--- src/rtl/fetch_unit_pkg.sv ---
// Shared definitions for the fetch unit and the controller: FSM states,
// instruction field positions and the halt encoding.
package fetch_unit_pkg;

  typedef enum logic [1:0] {
    IDLE = 2'd0,
    RUN  = 2'd1,
    DONE = 2'd2
  } fetch_state_t;

  localparam logic [8:0] DEF_HALT_WORD = 9'h0FF;

  localparam int TYP_BIT = 8;
  localparam int OP_MSB  = 7;
  localparam int OP_LSB  = 4;
  localparam int RF_MSB  = 3;
  localparam int RF_LSB  = 0;
  localparam int IMM_MSB = 7;
  localparam int IMM_LSB = 0;

  // jmp outranks br; a branch only redirects when its condition holds.
  function automatic logic take_target(input logic jmp_ctrl,
                                       input logic br_ctrl,
                                       input logic acc_true);
    return jmp_ctrl | (br_ctrl & acc_true);
  endfunction

endpackage

--- src/rtl/fetch_unit_pc_next.sv ---
// Combinational next-PC selection and sequential-increment overflow detect.
module fetch_unit_pc_next
  import fetch_unit_pkg::*;
#(
  parameter int PC_W = 10
) (
  input  logic [PC_W-1:0] pc,
  input  logic            stall,
  input  logic            jmp_ctrl,
  input  logic            br_ctrl,
  input  logic            acc_true,
  input  logic [PC_W-1:0] target,
  output logic [PC_W-1:0] pc_next,
  output logic            overflow
);

  // Overflow only arises from the sequential path; any redirect target is legal.
  always_comb begin
    pc_next  = pc;
    overflow = 1'b0;
    if (!stall) begin
      if (take_target(jmp_ctrl, br_ctrl, acc_true)) begin
        pc_next = target;
      end else if (pc == '1) begin
        overflow = 1'b1;
      end else begin
        pc_next = pc + 1'b1;
      end
    end
  end

endmodule

--- src/rtl/fetch_unit.sv ---
// Instruction fetch and sequencing: owns the PC, the IDLE/RUN/DONE machine
// and the RUN cycle counter, and slices ROM words into controller fields.
module fetch_unit
  import fetch_unit_pkg::*;
#(
  parameter int                 PC_W      = 10,
  parameter int                 INSTR_W   = 9,
  parameter logic [INSTR_W-1:0] HALT_WORD = DEF_HALT_WORD,
  parameter int                 CNT_W     = 16
) (
  input  logic               CLK,
  input  logic               RST_N,
  input  logic               start,
  input  logic [PC_W-1:0]    start_addr,
  output logic [PC_W-1:0]    rom_addr,
  input  logic [INSTR_W-1:0] rom_data,
  output logic               TYP,
  output logic [3:0]         OP,
  output logic [3:0]         rfield,
  output logic [7:0]         imm,
  input  logic               br_ctrl,
  input  logic               jmp_ctrl,
  input  logic               acc_true,
  input  logic [PC_W-1:0]    target,
  input  logic               stall,
  output logic               fetch_valid,
  output logic               done,
  output logic               err,
  output logic [CNT_W-1:0]   cycle_count
);

  fetch_state_t     state_q, state_d;
  logic [PC_W-1:0]  pc_q, pc_d;
  logic [CNT_W-1:0] cnt_q, cnt_d;
  logic             err_q, err_d;

  logic [PC_W-1:0]  pc_nxt;
  logic             pc_overflow;
  logic             is_halt;

  fetch_unit_pc_next #(
    .PC_W (PC_W)
  ) u_pc_next (
    .pc       (pc_q),
    .stall    (stall),
    .jmp_ctrl (jmp_ctrl),
    .br_ctrl  (br_ctrl),
    .acc_true (acc_true),
    .target   (target),
    .pc_next  (pc_nxt),
    .overflow (pc_overflow)
  );

  assign is_halt = (rom_data == HALT_WORD);

  assign TYP    = rom_data[TYP_BIT];
  assign OP     = rom_data[OP_MSB:OP_LSB];
  assign rfield = rom_data[RF_MSB:RF_LSB];
  assign imm    = rom_data[IMM_MSB:IMM_LSB];

  assign rom_addr    = pc_q;
  assign fetch_valid = (state_q == RUN);
  assign done        = (state_q == DONE);
  assign err         = err_q;
  assign cycle_count = cnt_q;

  // A stalled halt waits; an unstalled halt beats any redirect from the controller.
  always_comb begin
    state_d = state_q;
    pc_d    = pc_q;
    cnt_d   = cnt_q;
    err_d   = err_q;
    case (state_q)
      IDLE, DONE: begin
        if (start) begin
          pc_d    = start_addr;
          cnt_d   = '0;
          err_d   = 1'b0;
          state_d = RUN;
        end
      end
      RUN: begin
        if (cnt_q != '1) begin
          cnt_d = cnt_q + 1'b1;
        end
        if (!stall) begin
          if (is_halt) begin
            state_d = DONE;
          end else if (pc_overflow) begin
            err_d   = 1'b1;
            state_d = DONE;
          end else begin
            pc_d = pc_nxt;
          end
        end
      end
      default: begin
        state_d = IDLE;
      end
    endcase
  end

  always_ff @(posedge CLK or negedge RST_N) begin
    if (!RST_N) begin
      state_q <= IDLE;
      pc_q    <= '0;
      cnt_q   <= '0;
      err_q   <= 1'b0;
    end else begin
      state_q <= state_d;
      pc_q    <= pc_d;
      cnt_q   <= cnt_d;
      err_q   <= err_d;
    end
  end

endmodule

--- config.mk ---
export PLATFORM = sky130hd
export DESIGN_NAME = fetch_unit
export DESIGN_NICKNAME = d
export VERILOG_FILES = /design/src/rtl/fetch_unit_pkg.sv /design/src/rtl/fetch_unit_pc_next.sv /design/src/rtl/fetch_unit.sv
export SDC_FILE = /design/constraint.sdc
export NUM_CORES = 1
export LEC_CHECK = 0
export BUFFER_PORTS_ARGS = -buffer_cell sky130_fd_sc_hd__buf_2
export CORE_ASPECT_RATIO = 0.8
export CORE_UTILIZATION = 44
export DETAILED_ROUTE_END_ITERATION = 10
export PLACE_DENSITY = 0.77
export REMOVE_ABC_BUFFERS = 1
export SETUP_SLACK_MARGIN = 0.5
export SLEW_MARGIN = 10
export SYNTH_ARGS = -nofsm -noshare
export SYNTH_HDL_FRONTEND = slang
export SYNTH_SLANG_ARGS = --single-unit
--- constraint.sdc ---
create_clock -name CLK -period 1.8 [get_ports CLK]
set_input_delay 0.09 -clock CLK [delete_from_list [all_inputs] [get_ports CLK]]
set_output_delay 0.09 -clock CLK [all_outputs]
set_load 0.02 [all_outputs]
==> impl_metrics.tcl, run 1 <==
set metrics [dict create \
    finalCritPeriodShare_pct 95.89 \
    die_h_um 62.18 \
    crit_path_cell_trace "and4_4 -> buf_4 -> buf_4 -> nand4_1 -> buf_4 -> mux2i_1 -> o211ai_1 -> a22o_1" \
    diodes 0 \
    ant_nets 0 \
    syn_to_final_growth_pct 68.97 \
    holdPathEnd "rom_addr[8]" \
    outcome "completed" \
    antenna_found_initial 0 \
    start_util_pct 46.80 \
    firstDrtPassIters 5 \
    wirelength_um 8242 \
    rsz0062_at_grt "true" \
    hold_slack_ps 86.67 \
    net-switching-power_uw 2010 \
    crit_buf_inv 3 \
    final-hold-violation-count 0 \
    netlist-cell-type-count 46 \
    async_reset_ff_share_pct 100.0 \
    grt_pass1_wl_um 10230 \
    grt_start_max_net_pins 30 \
    final_cell_mix "80 x buf_2, 58 x buf_4, 27 x dfrtp_1" \
    reg2reg_depth 8 \
    cts_buffer_depth 2 \
    required_ps 1980 \
    grt_pass1_vias 2148 \
    clk_pin_slew_worst_paths_ps 70 \
    cpLargestDelayFamily "flip-flops" \
    rows 21 \
    postLayoutSetupSlackWorst_ps 73.93 \
    cts_sinks 29 \
    slew_headroom_pct 55.02 \
    seq_area_frac_synth_pct 36.43 \
    vias 2477 \
    p_clk_share_pct 11.9 \
    cp.arrival_ps 1910 \
    grt_usage_pct 26.92 \
    crit_slowest_cell "dfrtp_1" \
    fp.dieW_um 77.23 \
    combPwrFrac_pct 62.1 \
    route.detailed.drc 0 \
    htreeDepth 2 \
    hold_start "start_addr[8]" \
    worstSkewPairLatency_ps 290 \
    clock_skew_ps 7.351 \
    yosys_warnings 0 \
    pre_cts_ws_ps 37.63 \
    power_uw 4432 \
    cts_tree "done" \
    critical_path_class "register to register" \
    drive_gt1_share_pct 60.99 \
    hp-class "input pin to register" \
    synth_area_um2 1992 \
    yosys_register_bits 29 \
    drt-initial-drc-count 153 \
    cp_max_fo 2 \
    synth-edff-count 0 \
    setup_viol 0 \
    fin_crit_ps 1726 \
    vias_per_cell 5.884 \
    cap_violations 0 \
    pwr-share-seq_pct 26.0 \
    worst_slew_pin_slew_ps 674.7 \
    finalMaxSlewViolations 0 \
    switching_share_pct 45.35 \
    r2r_slack_ps 70 \
    grt_overflow_total 0 \
    cts-root-buf "clkbuf_8" \
    cellPowerDensity_nw_per_um2 1317 \
    max_freq_mhz 579.4 \
    avgSynthCellArea_um2 8.698 \
    io_buffers 81 \
    startpoint_type "register" \
    pin_count 82 \
    cpPeakStageDelay_ps 400 \
    place_congestion 0.8634 \
    intPower_uw 2422 \
    hpwlAfterDp_um 4040 \
    worst_r2r_startpoint "rom_addr[3]" \
    die_area_um2 4802 \
    regToRegEndpoint "rom_addr[9]" \
    cts_made_buffers 5 \
    synth_cells 229 \
    end_kind "register" \
    core_um2 4257 \
    ys.flop_type "dfrtp_1" \
    final_nets 401 \
    ir_drop_uv 801.6 \
    cp_common_cell "buf_4" \
    final_common_cell "buf_2" \
    whs_path_depth 3 \
    routedWlPerCell_um 19.58 \
    p_leak_uw 0.001618 \
]
==> layout make-up <==
type	count	area, um2
inverters	6	30.03
repair buffers	154	1056
well taps	57	71.32
clock buffers	8	80.08
fillers	252	890.9
multi-input cells	167	1400
flip-flops and latches	29	728.2
==> cell families after synthesis <==
logic type | synth area share (%)
AO/OA/AOI/OAI | 24.56
XOR/XNOR | 1.319
adder cells (fa/ha/maj) | 1.256
buffers and inverters | 9.799
flip-flops | 36.43
multiplexers | 5.025
AND/OR/NAND/NOR | 21.61
==> registers in the layout (all words and copies together), names as in the netlist <==
register and cells:
cycle_count 16, err 1, rom_addr 10, state_q 2
==> routing by layer <==
| layer | track usage [%] | share of wire (%) | vias to the layer above |
|---|---|---|---|
| li1 | - | - | 1090 |
| met1 | 35.53 | 40 | 1197 |
| met2 | 44.14 | 48 | 152 |
| met3 | 5.588 | 7.3 | 38 |
| met4 | 8.255 | 4.2 | 0 |
| met5 | 0 | 0 | - |
==> synthesized netlist by cell type (4+ instances only) <==
cell	instances	area [um2]
o21ai_1	7	35.03
nand3_1	19	95.09
nor2_1	13	48.80
mux2i_1	4	40.04
and2_1	4	25.02
clkbuf_1	4	15.01
o31ai_1	6	45.04
nand2_1	23	86.33
o21ai_0	17	85.08
and3_1	4	25.02
a31oi_1	9	56.30
buf_4	18	135.1
inv_1	6	22.52
o211ai_1	4	30.03
dfrtp_1	29	725.7
a21oi_1	11	55.05
mux2_4	4	60.06
==> worst max path at each step <==
stage / end / cells past startpoint / slack [ps] / startpoint
detailed placement: rom_addr[2] / 5 / 40 / rom_addr[3]
global placement: rom_addr[0] / 5 / 110 / rom_addr[3]
global route: rom_addr[0] / 6 / 40 / rom_addr[3]
CTS: rom_addr[2] / 6 / 130 / rom_addr[4]
finish: rom_addr[9] / 8 / 70 / rom_addr[3]
floorplan: rom_addr[6] / 4 / -540 / state_q[0]
==> metrics by stage <==
| step | TNS [ps] | cell area [um2] | cells | utilization, % |
|---|---|---|---|---|
| after detailed placement | 0 | 2481 | 363 | 58.29 |
| after global routing | 0 | 3366 | 421 | 79.07 |
| after floorplan | -7533 | 1819 | 202 | - |
| after global placement | 0 | 2481 | 363 | 58.29 |
| final | 0 | 3366 | 421 | 79.07 |
| after CTS | 0 | 3070 | 406 | 72.13 |
==> what timing repair did <==
action,4_1_cts,5_1_grt
pin swaps,27,16
endpoints found under the setup margin,30,30
buffers inserted,33,15
hold endpoints to repair,29,0
cloned,1,0
hold buffers,1,0
resized for setup,66,36
==> tightest hold or removal path: stages <==
cell	delay, ps
buf_2	90
nand2_1	80
a2bb2oi_1	70
==> power groups by stage <==
stage	clock network [uW]	registers, uW	logic [uW]
after global placement	0	1130	1740
after global routing	566	1170	2890
after CTS	523	1110	2270
after detailed placement	0	1140	1760
after floorplan	0	1480	655
final	529	1150	2750
No activity file was read; power rests on OpenSTA's default activity.
==> inputs of run 2 (changes only) <==
Settings changed: CTS_BUF_LIST from default to sky130_fd_sc_hd__clkbuf_16, RECOVER_POWER from default to 100.
==> impl_metrics.tcl, run 2 (synthesized netlist as in run 1, its figures left out) <==
set metrics [dict create \
    outcome "completed" \
    drive_gt1_share_pct 43.70 \
    p_leak_uw 0.001446 \
    cts_buffer_depth 2 \
    startpoint_type "register" \
    rows 21 \
    grt_usage_pct 28.33 \
    fp.dieW_um 77.23 \
    power_uw 4345 \
    worst_slew_pin_slew_ps 739.9 \
    cts_made_buffers 5 \
    final_cell_mix "48 x buf_4, 44 x clkbuf_1, 36 x buf_2" \
    vias 2415 \
    required_ps 1950 \
    cts-root-buf "clkbuf_16" \
    crit_slowest_cell "dfrtp_1" \
    cpPeakStageDelay_ps 430 \
    firstDrtPassIters 4 \
    io_buffers 81 \
    slew_headroom_pct 50.67 \
    largest_reg_flops 16 \
    core_um2 4257 \
    cp.arrival_ps 1910 \
    place_area_um2 2481 \
    clk_pin_slew_worst_paths_ps 50 \
    cts_sinks 29 \
    design_area_um2 3166 \
    final_nets 394 \
    hpwlAfterDp_um 4040 \
    htreeDepth 2 \
    finalCritPeriodShare_pct 97.72 \
    fin_util_pct 74.37 \
    route.detailed.drc 0 \
    wirelength_um 7357 \
    fin_setup_tns_ps 0 \
    routedWlPerCell_um 17.77 \
    antenna_found_initial 0 \
    final_common_cell "buf_4" \
    crit_path_cell_trace "nand2b_4 -> clkinvlp_2 -> buf_4 -> o21ai_0 -> o21ai_0 -> mux2_4" \
    grt_pass1_vias 2222 \
    end_kind "register" \
    max_freq_mhz 568.5 \
    worstSkewPairLatency_ps 270 \
    finalMaxSlewViolations 0 \
    place_congestion 0.8634 \
    pin_count 82 \
    hp-class "input pin to register" \
    ir_drop_uv 860.5 \
    grt_pass1_wl_um 10740 \
    fin_crit_ps 1759 \
    critical_path_class "register to register" \
    start_util_pct 46.80 \
    clock_skew_ps 4.191 \
    final-hold-violation-count 0 \
    setup_viol 0 \
    cp_max_fo 7 \
    cap_violations 0 \
    grt_overflow_total 0 \
    syn_to_final_growth_pct 58.92 \
    grt_start_max_net_pins 30 \
    diodes 0 \
    cellPowerDensity_nw_per_um2 1372 \
    drt-initial-drc-count 177 \
    cp_common_cell "o21ai_0" \
    die_h_um 62.18 \
    rsz0062_at_grt "true" \
    die_area_um2 4802 \
    cts_tree "done" \
    ant_nets 0 \
    vias_per_cell 5.833 \
]
run 2: cell types whose count changed in the layout (fill, tap and decap cells not counted), moves of 3 or more:
| cell | delta |
|---|---|
| buf_2 | -44 |
| clkbuf_1 | +41 |
| buf_4 | -10 |
| clkbuf_16 | +5 |
| clkbuf_8 | -5 |
| o21ai_0 | +4 |
| a31oi_1 | +3 |
| clkbuf_4 | +3 |
| inv_1 | +3 |
run 2: area by class of cell:
class	instances	area, um2
Tap cell	57	71.32
Fill cell	310	1091
Clock buffer	5	125.1
Sequential cell	29	726.9
Multi-Input combinational cell	167	1281
Clock inverter	3	11.26
Inverter	6	23.77
Timing Repair Buffer	147	925.9
run 2: what timing repair did:
item | CTS | global route
hold buffers | 1 | 0
hold endpoints to repair | 29 | 0
gates cloned | 1 | 0
pin swaps | 25 | 13
endpoints found under the setup margin | 30 | 30
gates resized for setup | 64 | 15
setup buffers | 30 | 11
run 2: per-layer routing:
metal	routed length, um	vias to the layer above	GRT usage (%)	share of wire, %
met2	3540	157	48.67	48
li1	-	1079	-	-
met4	232	0	8.491	3.2
met5	0	-	0	0
met1	2917	1154	35.22	40
met3	667	25	6.471	9.1
run 2: path summary, 6_finish.rpt:
| kind | startpoint | end | slack, ps | cells after the start |
|---|---|---|---|---|
| setup reg to reg | state_q[0] | rom_addr[6] | 40 | 6 |
| max in group asynchronous | RST_N | cycle_count[2] | 870 | 2 |
| min in group asynchronous | RST_N | cycle_count[3] | 420 | 2 |
| hold reg to reg | err | err | 490 | 1 |
| hold / removal | start_addr[8] | rom_addr[8] | 120 | 3 |
| setup / recovery | state_q[0] | rom_addr[6] | 40 | 6 |
run 2: critical path, delay by kind of cell, from the launching register on:
kind / cells / cell delay, ps
flops: 1 / 430
compound gates: 2 / 220
simple gates: 1 / 140
buf+inv: 2 / 580
mux: 1 / 280
run 2: through the flow:
step	hold WS, ps	cells	worst slack [ps]
2_1_floorplan	-205.6	202	-536.1
3_3_place_gp	153.0	363	106.2
3_5_place_dp	153.0	363	37.63
4_1_cts	91.53	403	130.2
5_1_grt	150.8	414	3.897
6_report	120.6	414	41.06
run 2: power by group:
group | internal [uW] | switching, uW
Sequential | 902 | 240
Combinational | 1080 | 1360
Clock | 495 | 267
